### config.mk
export PLATFORM = sky130hd
export DESIGN_NAME = seq_det_flat
export DESIGN_NICKNAME = d
export VERILOG_FILES = /design/src/rtl/seq_det_pkg.sv /design/src/rtl/seq_det_if.sv /design/src/rtl/seq_det_shreg.sv /design/src/rtl/seq_det.sv /design/src/flat_wrapper.sv
export SDC_FILE = /design/constraint.sdc
export NUM_CORES = 1
export LEC_CHECK = 0
export ABC_AREA = 1
export CAP_MARGIN = 0
export CORE_AREA = 8 8 45 47
export CTS_CLUSTER_SIZE = 10
export DETAILED_ROUTE_END_ITERATION = 8
export DIE_AREA = 0 0 53 55
export HOLD_SLACK_MARGIN = 0.06
export PLACE_DENSITY_LB_ADDON = 0.12
export SKIP_CTS_REPAIR_TIMING = 1
export SLEW_MARGIN = 15
export SYNTH_ARGS = -nofsm -noshare
export SYNTH_HDL_FRONTEND = slang
export SYNTH_HIERARCHICAL = 1
export SYNTH_SLANG_ARGS = --single-unit
### constraint.sdc
create_clock -name clk -period 1.5 [get_ports clk]
set_input_delay 0.45 -clock clk [delete_from_list [all_inputs] [get_ports clk]]
set_output_delay 0.45 -clock clk [all_outputs]
set_load 0.02 [all_outputs]
### src/rtl/seq_det_pkg.sv
// Shared definitions for the serial pattern detector: default width,
// window word type and the fill-counter width helper.
package seq_det_pkg;

   localparam int SEQ_W = 6;

   typedef logic [SEQ_W-1:0] seq_word_t;

   // Bits needed to hold values 0..v-1; called with W+1 so the count reaches W.
   function automatic int clog2(input int v);
      int r;
      r = 0;
      while ((1 << r) < v) r++;
      return r;
   endfunction

endpackage

### src/rtl/seq_det_if.sv
// Serial-stream bundle: bit x and live pattern match flow in, window q and
// detect flag z flow out.
interface seq_det_if
   import seq_det_pkg::*;
#(
   parameter int W = SEQ_W
) ();

   logic         x;
   logic [W-1:0] match;
   logic [W-1:0] q;
   logic         z;

   modport master (output x, output match, input q, input z);
   modport slave  (input x, input match, output q, output z);

endinterface

### src/rtl/seq_det_shreg.sv
// W-bit serial window plus a saturating fill counter that reports when
// W real bits have entered since the last reset.
module seq_det_shreg
   import seq_det_pkg::*;
#(
   parameter int W = SEQ_W
) (
   input  logic         clk,
   input  logic         rst,
   input  logic         x,
   output logic [W-1:0] q,
   output logic         full
);

   localparam int FW = clog2(W + 1);
   localparam logic [FW-1:0] FILL_MAX = FW'(W);

   logic [FW-1:0] fill;

   // NOTE: sequential state uses non-blocking assignments so q and fill both
   // update from their pre-edge values, independent of statement order.
   always_ff @(posedge clk) begin
      if (!rst) begin
         q    <= '0;
         fill <= '0;
      end else begin
         q <= {q[W-2:0], x};
         if (fill != FILL_MAX) fill <= fill + 1'b1;
      end
   end

   // Gates detection until the reset-zero window has been fully displaced.
   assign full = (fill == FILL_MAX);

endmodule

### src/rtl/seq_det.sv
// Programmable serial pattern detector: z is high whenever the filled window
// equals the live match pattern; overlapping hits are all reported.
module seq_det
   import seq_det_pkg::*;
#(
   parameter int W = SEQ_W
) (
   input logic      clk,
   input logic      rst,
   seq_det_if.slave bus
);

   logic [W-1:0] q;
   logic         full;

   seq_det_shreg #(.W(W)) u_shreg (
      .clk  (clk),
      .rst  (rst),
      .x    (bus.x),
      .q    (q),
      .full (full)
   );

   assign bus.q = q;
   // Combinational against the live match, so a pattern change shows without an edge.
   assign bus.z = full & (q == bus.match);

endmodule

### src/flat_wrapper.sv
// flat-port wrapper written by rule: the top's interface ports become plain ports
module seq_det_flat import seq_det_pkg::*;
#(
   parameter int W = SEQ_W
)
  (clk, rst, bus_x, bus_match, bus_q, bus_z);
  seq_det_if #(.W(W)) bus_i ();
  input logic clk;
  input logic rst;
  input wire logic [$bits(bus_i.x)-1:0] bus_x;
  input wire logic [$bits(bus_i.match)-1:0] bus_match;
  output wire logic [$bits(bus_i.q)-1:0] bus_q;
  output wire logic [$bits(bus_i.z)-1:0] bus_z;
  assign bus_i.x = bus_x;
  assign bus_i.match = bus_match;
  assign bus_q = bus_i.q;
  assign bus_z = bus_i.z;
  seq_det #(.W(W)) u_core (.clk(clk), .rst(rst), .bus(bus_i));
endmodule
Word level (Yosys, flattened, before mapping)
Index checks and enable logic that the tools add are counted.
W data, S select, Z words.
{"block": "totals", "latch_bits": 0, "mem_bits_rw": 0, "elab_cells": 7, "memories": 0, "romBits": 0, "reg_bits": 9, "out_inout_bits": 7, "inputBits": 9}
{"block": "classes", "shift": 0, "mul": 0, "eq_ne": 3, "n_reduce_logical": 0, "div_mod_pow": 0, "muxes": 0, "n_lt_le_gt_ge": 0, "n_addsub": 1, "bitwise": 1}
{"cell": "$eq A6 B6 Y1", "n": 1}
{"cell": "$add A3 B1 Y3 const B", "n": 1}
{"cell": "$eq A3 B3 Y1 const B", "n": 1}
{"cell": "$ne A3 B3 Y1 const B", "n": 1}
{"cell": "$and A1 B1 Y1", "n": 1}

Depth between registers and ports, before layout
Gate-level depths: netlist (run 1).
{"block": "logic_depth", "depth_word": 2, "mapped_depth": 8, "ltp_nobuf": 8}

Modules after synthesis
Netlist (run 1), hierarchy kept.
{"mod": "seq_det_shreg", "cells_per_inst": 39, "seq_area_each_um2": 180.2, "area_each_um2": 330.3, "n_inst": 1}
{"mod": "seq_det", "cells_per_inst": 30, "seq_area_each_um2": 0.0, "area_each_um2": 122.6, "n_inst": 1}

Least setup slack after synthesis (run 1)
Ideal clock, no wire load.
{"block": "synth_path", "kind": "reg2out", "start": "register u_core.u_shreg.fill[0]", "end": "output bus_z", "arrival_time_ns": 1.141, "t_required_ns": 1.050, "slack_ns": -0.091, "path_stages_with_launch": 9, "path_cell_list": "dfxtp_1 inv_4 ha_1 nand2_2 inv_2 inv_1 a21oi_1 nand3_1 nor2_2"}
{"block": "synth_via", "elab_chain_len": 2}
{"item": "from (decl)", "line_no": "seq_det_shreg.sv:18", "source": "logic [FW-1:0] fill;"}
{"item": "from (signal assigned)", "line_no": "seq_det_shreg.sv:28", "source": "if (fill != FILL_MAX) fill <= fill + 1'b1;"}
{"item": "$eq A3 B3 Y1", "line_no": "seq_det_shreg.sv:33", "source": "assign full = (fill == FILL_MAX);"}
{"item": "via u_core.full", "line_no": "seq_det.sv:14", "source": "logic full;"}
{"item": "$and A1 B1 Y1", "line_no": "seq_det.sv:26", "source": "assign bus.z = full & (q == bus.match);"}
{"item": "to (decl)", "line_no": "flat_wrapper.sv:13", "source": "output wire logic [$bits(bus_i.z)-1:0] bus_z;"}
The timed path passes the listed nets, and every way through them passes these cells.

Worst setup path after layout (run 1)
Ends and elaborated chain as after synthesis.

==> results of run 1 <==
[cells in the final DEF (no fill, tap or decap)]
cell type and count:
nand2_1 23, inv_1 15, buf_4 13, dlymetal6s2s_1 12, nor2_1 7, dfxtp_1 7
clkbuf_4 3, clkdlybuf4s50_1 2, inv_2 2, nor2_2 2, dfxtp_2 2, clkbuf_1 1
buf_6 1, xnor2_1 1, a21oi_2 1, nand3_2 1, nor2_4 1, inv_4 1
nand2_4 1, nand3_1 1, o21ai_1 1, ha_4 1, ha_1 1
[flip-flops by register name, summed over array words and instances, names as in the netlist]
name                 count
u_core/u_shreg/q         6
u_core/u_shreg/fill      3
[cells by family (layout without fill, tap and decap cells)]
logic type | Yosys count | after routing | synth area share, %
xor+xnor | 1 | 1 | 1.93
flops | 9 | 9 | 39.8
buf+inv | 19 | 50 | 18.0
fa+ha+maj | 2 | 2 | 5.52
compound gates | 2 | 2 | 2.21
simple gates | 36 | 36 | 32.6
[metal layers]
layer	GRT usage, %	wire length [um]
met3	4.01	77
met5	0	0
met1	7.36	474
met4	3.88	9
met2	10.5	465
[report_power, final]
group	switching, W	leakage (nW)	internal [W]	total (W)
logic	0.0000468	0.494	0.0000648	0.000112
clock network	0.0000834	0.0150	0.000102	0.000186
registers	0.0000109	0.0742	0.000252	0.000263
total	0.000141	0.584	0.000419	0.000560
[worst paths after layout]
check | start | endpoint | slack (ns) | cells past startpoint
worst max register to register | u_core/u_shreg/fill[0] | u_core/u_shreg/fill[1] | 0.46 | 7
worst max-delay path | u_core/u_shreg/fill[0] | bus_z | -0.29 | 9
worst min register to register | u_core/u_shreg/q[1] | u_core/u_shreg/q[2] | 0.47 | 2
worst min-delay path | u_core/u_shreg/q[1] | u_core/u_shreg/q[2] | 0.47 | 2
[synthesized netlist by cell type, drive strengths merged]
cell and count:
buf 1, a21oi 1, nor2 10, inv 18, nand3 2, ha 2, nand2 24, xnor2 1
o21ai 1, dfxtp 9
[tightest hold or removal path, delay by kind of cell (launching register included)]
| kind | cells | cell delay (ns) |
|---|---|---|
| buf+inv | 1 | 0.03 |
| flops | 1 | 0.33 |
| simple gates | 1 | 0.06 |
[stage by stage]
step                      area (sq um)  setup TNS, ns
after CTS                          738          -2.36
after floorplan                    470              0
after global routing               801         -0.363
after detailed placement           712         -0.890
final                              801         -0.292
after global placement             712         -0.897
[layout make-up]
type	instances	area, sq um
fill	137	583
timing repair buffer	28	279
multi-input combinational	41	223
sequential	9	183
inverter	18	70.1
clock buffer	4	26.3
tap	16	20.0
==> metrics.yaml, run 1 <==
status:
  status: "finished with violations"
  violations: "setup timing"
placed_design:
  dp_hpwl_um: 783
  placed_cells: 110
  place_congestion: 0.729
  dp_slack_ns: -0.890
  portBuffers: 15
sta:
  max-slew-margin-rel_pct: 78.9
  finalSetupViolCount: 1
  hold_viol: 0
  setup_ws_ns: -0.292
  worstMarginPinSlew_ns: 0.315
  fin_crit_sh_pct: 119
  slew_violations: 0
  rsz0062_at_grt: "yes"
  clock_skew_ns: 0.00372
  fmax_mhz: 558
  finalCriticalPeriod_ns: 1.79
  fin_hold_ws_ns: 0.472
global_routing:
  grt-ovfl-total: 0
  grt_max_degree: 10
  grtUsageTotal_pct: 6.91
  grt_pass1_wl_um: 1490
  grt_pass1_vias: 388
  antenna_found_initial: 0
cells_and_area:
  layout-drive-gt1-share_pct: 29.0
  area_delta_synth_final_pct: 76.8
  antenna_cells: 0
  final_util_pct: 57.9
  nNetsFinal: 112
  final_cells: 116
setup_path:
  worstPathArrival_ns: 1.34
  cp_max_fo: 2
  setup.worst_path.end_class: "output pin"
  critPathKind: "flip-flop to output pin"
  start_kind: "flip-flop"
  crit_family: "flip-flops"
  worst_path_most_repeated_cell: "inv_2"
  critPathBufInv: 4
  cp_slowest_cell: "dfxtp_2"
  crit_chain: "inv_4, ha_4, nand2_4, inv_2, inv_2, a21oi_2, nand3_2, nor2_4, buf_6"
  slowest_delay_ns: 0.33
  cp.required_ns: 1.05
min_path:
  hold_class: "flip-flop to flip-flop"
logic_synthesis:
  syn_nets: 80
  yosysWarnings: 6
  ys_types: 14
  synth_top_area_share_pct: 39.8
  syn_avg_cell_area_sq_um: 6.56
  ys_ff_latch: 9
  mappedNetlistArea_sq_um: 453
  ys_top_cells_by_area: "dfxtp_1 (40%), nand2_1 (19%), inv_1 (13%), nor2_1 (5.8%), ha_1 (5.5%)"
  netlist.top_cell.by_area: "dfxtp_1"
  yosysSeqAreaShare_pct: 39.8
  synth_cells: 69
die:
  num_rows: 14
  coreArea_sq_um: 1380
  dieArea_sq_um: 2920
  io_pins: 16
  die_x_um: 53
  die_h_um: 55
  initial_core_util_pct: 32.7
clocking:
  cts_buffer_depth: 2
  clkTransAtPathRegs_ns: 0.06
  cts_max_level: 1
  cts_tree: "built"
  clock-sinks: 9
  insertion_delay_ns: 0.25
  tritoncts.num_buffers: 3
  root_buffer: "clkbuf_4"
pwr:
  powerDensity_nw_per_um2: 700
  power_w: 0.000560
  power.leakage_nw: 0.584
  ir_drop_uv: 527
run:
  max-cap-violations: 0
detailed_routing:
  ant_nets: 0
  via_count: 470
  first_pass_iters: 2
  avgViaCountPerCell: 4.05
  drt_iter0_drc: 4
  post_drt_wl_per_cell_um: 8.85
  drcViolationCount: 0
  wirelength_um: 1030
No activity file was read; power rests on OpenSTA's default activity.
==> inputs of run 2 (changes only) <==
--- a/config.mk
+++ b/config.mk
@@ -17,5 +17,4 @@
 export SLEW_MARGIN = 15
 export SYNTH_ARGS = -nofsm -noshare
 export SYNTH_HDL_FRONTEND = slang
-export SYNTH_HIERARCHICAL = 1
 export SYNTH_SLANG_ARGS = --single-unit
==> run 2 against run 1 <==
  * The run still ends with setup timing left
  * First-iteration DRC count decreased by 50%
  * Maximum frequency shrank 0.89%
  * Worst hold slack better by 0.062 ns
  * Flip-flop and latch count stayed put
  * Global-route usage up 0.16 points
==> metrics.yaml, run 2 <==
status:
  status: "finished with violations"
  violations: "setup timing"
cells_and_area:
  seq_area_sq_um: 180  # -1.4%
  nNetsFinal: 103  # -8.0%
  final_cell_mix: "nand2_1 (22), inv_1 (18), dlymetal6s2s_1 (10), buf_4 (9), dfxtp_1 (9)"
  antenna_cells: 0  # unchanged
  regMostFlops: "u_core.u_shreg.q"
  largest_register_ffs: 6  # unchanged
  layout_commonest_cell: "nand2_1"
  area_delta_synth_final_pct: 66.5
  layout-drive-gt1-share_pct: 19.8  # -9.2 points
  multiInputGateArea_sq_um: 183  # -18%
  final_cells: 107  # -7.8%
  reg_top3: "u_core.u_shreg.q x6, u_core.u_shreg.fill x3"
  fill_cells: 149  # +8.8%
setup_path:
  slowest_delay_ns: 0.47  # +0.14 ns
  worstReg2RegEnd: "u_core.u_shreg.fill[0]"
  reg2reg_from: "u_core.u_shreg.fill[0]"
  cp_slowest_cell: "clkdlybuf4s50_1"
  rr_worst_depth: 6  # -1
  reg2reg_setup_slack_ns: 0.47  # about the same
  worstPathArrival_ns: 1.36  # +0.02 ns
  start_kind: "input pin"
  cp_max_fo: 1  # -1
  crit_chain: "clkdlybuf4s50_1, xnor2_1, nand3_2, nor2_2, buf_6"
  setup.worst_path.end_class: "output pin"
  cp.required_ns: 1.05  # about the same
  critPathKind: "input pin to output pin"
sta:
  rsz0062_at_grt: "yes"
  max-slew-margin-rel_pct: 79.3  # +0.37 points
  fin_crit_sh_pct: 121  # +1.1 points
  finalSetupViolCount: 1  # unchanged
  worstMarginPinSlew_ns: 0.310  # -0.00558 ns
  setup_ws_ns: -0.308  # -0.0161 ns
  finalCriticalPeriod_ns: 1.81  # +0.0161 ns
  hold_viol: 0  # unchanged
  fmax_mhz: 553  # -0.89%
  slew_violations: 0  # unchanged
  tns_ns: -0.308  # -0.0161 ns
  clock_skew_ns: 0.00165  # -0.00207 ns
detailed_routing:
  via_count: 423  # -10%
  drcViolationCount: 0  # unchanged
  first_pass_iters: 2  # unchanged
  ant_nets: 0  # unchanged
  drt_iter0_drc: 2  # -2
  wirelength_um: 920  # -10%
  avgViaCountPerCell: 3.95  # -2.4%
  post_drt_wl_per_cell_um: 8.60  # -2.9%
logic_synthesis:
  yosysWarnings: 0  # -6
  synth_cells: 64  # -7.2%
  ys_top_cells_by_area: "dfxtp_1 (42%), nand2_1 (19%), inv_1 (16%), ha_1 (5.8%), nor2_2 (4.3%)"
  ys_ff_latch: 9  # unchanged
  async_flop_share_pct: 0  # unchanged
  netlist.top_cell.by_area: "dfxtp_1"
  synth_top_area_share_pct: 41.6  # +1.8 points
  syn_nets: 75  # -6.3%
  ys_types: 12  # -2
  syn_avg_cell_area_sq_um: 6.76  # +3.0%
  yosysSeqAreaShare_pct: 41.6  # +1.8 points
  synth_commonest_cells: "nand2_1 (22), inv_1 (18), dfxtp_1 (9)"
  synth_flop_cell: "dfxtp_1"
  mappedNetlistArea_sq_um: 433  # -4.4%
  yosysMostFrequentCell: "nand2_1"
  synth_edf_count: 0  # unchanged
global_routing:
  antenna_found_initial: 0  # unchanged
  grt_pass1_wl_um: 1460  # -1.9%
  grt_pass1_vias: 378  # -2.6%
  grt-ovfl-total: 0  # unchanged
  grt_max_degree: 10  # unchanged
  grtUsageTotal_pct: 7.07  # +0.16 points
pwr:
  ir_drop_uv: 456  # -13%
  power.leakage_nw: 0.509  # -13%
  powerDensity_nw_per_um2: 739  # +5.6%
clocking:
  tritoncts.num_buffers: 3  # unchanged
  cts_max_level: 1  # unchanged
  insertion_delay_ns: 0.25  # about the same
  root_buffer: "clkbuf_4"
  clock-sinks: 9  # unchanged
  clkTransAtPathRegs_ns: 0.06  # about the same
  cts_tree: "built"
  cts_buffer_depth: 2  # unchanged
min_path:
  whs_endpoint: "u_core.u_shreg.fill[0]"
  hold_class: "flip-flop to flip-flop"
  holdPathStages: 2  # unchanged
  hp-start: "u_core.u_shreg.fill[0]"
die:
  io_pins: 16  # unchanged
  initial_core_util_pct: 31.3  # -1.4 points
  dieArea_sq_um: 2920  # unchanged
  coreArea_sq_um: 1380  # unchanged
  die_x_um: 53  # unchanged
  num_rows: 14  # unchanged
  die_h_um: 55  # unchanged
placed_design:
  dp_hpwl_um: 727  # -7.2%
  portBuffers: 15  # unchanged
  place_congestion: 0.674  # -7.5%
  placed_cells: 103  # -6.4%
run:
  max-cap-violations: 0  # unchanged
## run 2: cell types whose count changed in the layout (fill, tap and decap cells not counted), sizes merged
cell	delta
a21oi	+1
a31oi	+1
buf	-4
clkdlybuf4s50	+2
dlymetal6s2s	-2
nand2	-1
nand3	-1
nor2	-7
o21ai	+2
## run 2: worst max-delay path by stage
stage                           startpoint    end  slack [ns]
floorplan           u_core.u_shreg.fill[0]  bus_z        0.09
global placement              bus_match[5]  bus_z       -0.86
detailed placement            bus_match[5]  bus_z       -0.87
CTS                           bus_match[5]  bus_z       -0.89
global route                  bus_match[1]  bus_z       -0.35
finish                        bus_match[1]  bus_z       -0.31
## run 2: layout make-up
type                            count  share of cell area [%]
Timing Repair Buffer               24                    33.9
Inverter                           18                    9.38
Tap cell                           16                    2.78
Clock buffer                        4                    3.65
Sequential cell                     9                    25.0
Multi-Input combinational cell     36                    25.3
## run 2: worst max-delay path: cells and delay by family
kind                   cells  cell delay [ns]
AND/OR/NAND/NOR            2             0.18
buffers and inverters      2             0.59
XOR/XNOR                   1             0.13
## run 2: logic make-up (layout without fill, tap and decap cells)
logic type	Yosys count	count (layout)	synth area share, %
and+or+nand+nor	27	27	26.0
adders and majority gates	2	2	5.78
DFF	9	9	41.6
buffers and inverters	19	46	17.3
AOI/OAI and AO/OA	6	6	7.23
xor gates and xnor gates	1	1	2.02
## run 2: where the power goes
| part | switching, W | leakage [nW] | internal (W) | total, W |
|---|---|---|---|---|
| Sequential | 0.00000681 | 0.0737 | 0.000251 | 0.000258 |
| Clock | 0.0000791 | 0.0150 | 0.000102 | 0.000181 |
| Combinational | 0.0000409 | 0.420 | 0.0000530 | 0.0000939 |
## run 2: stage by stage
stage               hold slack [ns]  cell area [sq um]  total power [W]  utilization (%)  setup WS [ns]
global route                  0.571                721         0.000576             52.1         -0.349
CTS                           0.537                689         0.000548             49.8         -0.885
detailed placement            0.527                663         0.000359             47.9         -0.874
finish                        0.533                721         0.000533             52.1         -0.308
global placement              0.523                663         0.000356             47.9         -0.859
floorplan                     0.450                433         0.000305                -         0.0896
## run 2: routing by layer
metal  GRT usage [%]  up-vias  part of all wire, %
li1                -      239                    -
met1            5.98      173                   42
met2            11.3       11                   47
met3            4.55        0                   11
met4            6.47        0                    0
met5               0        -                    0
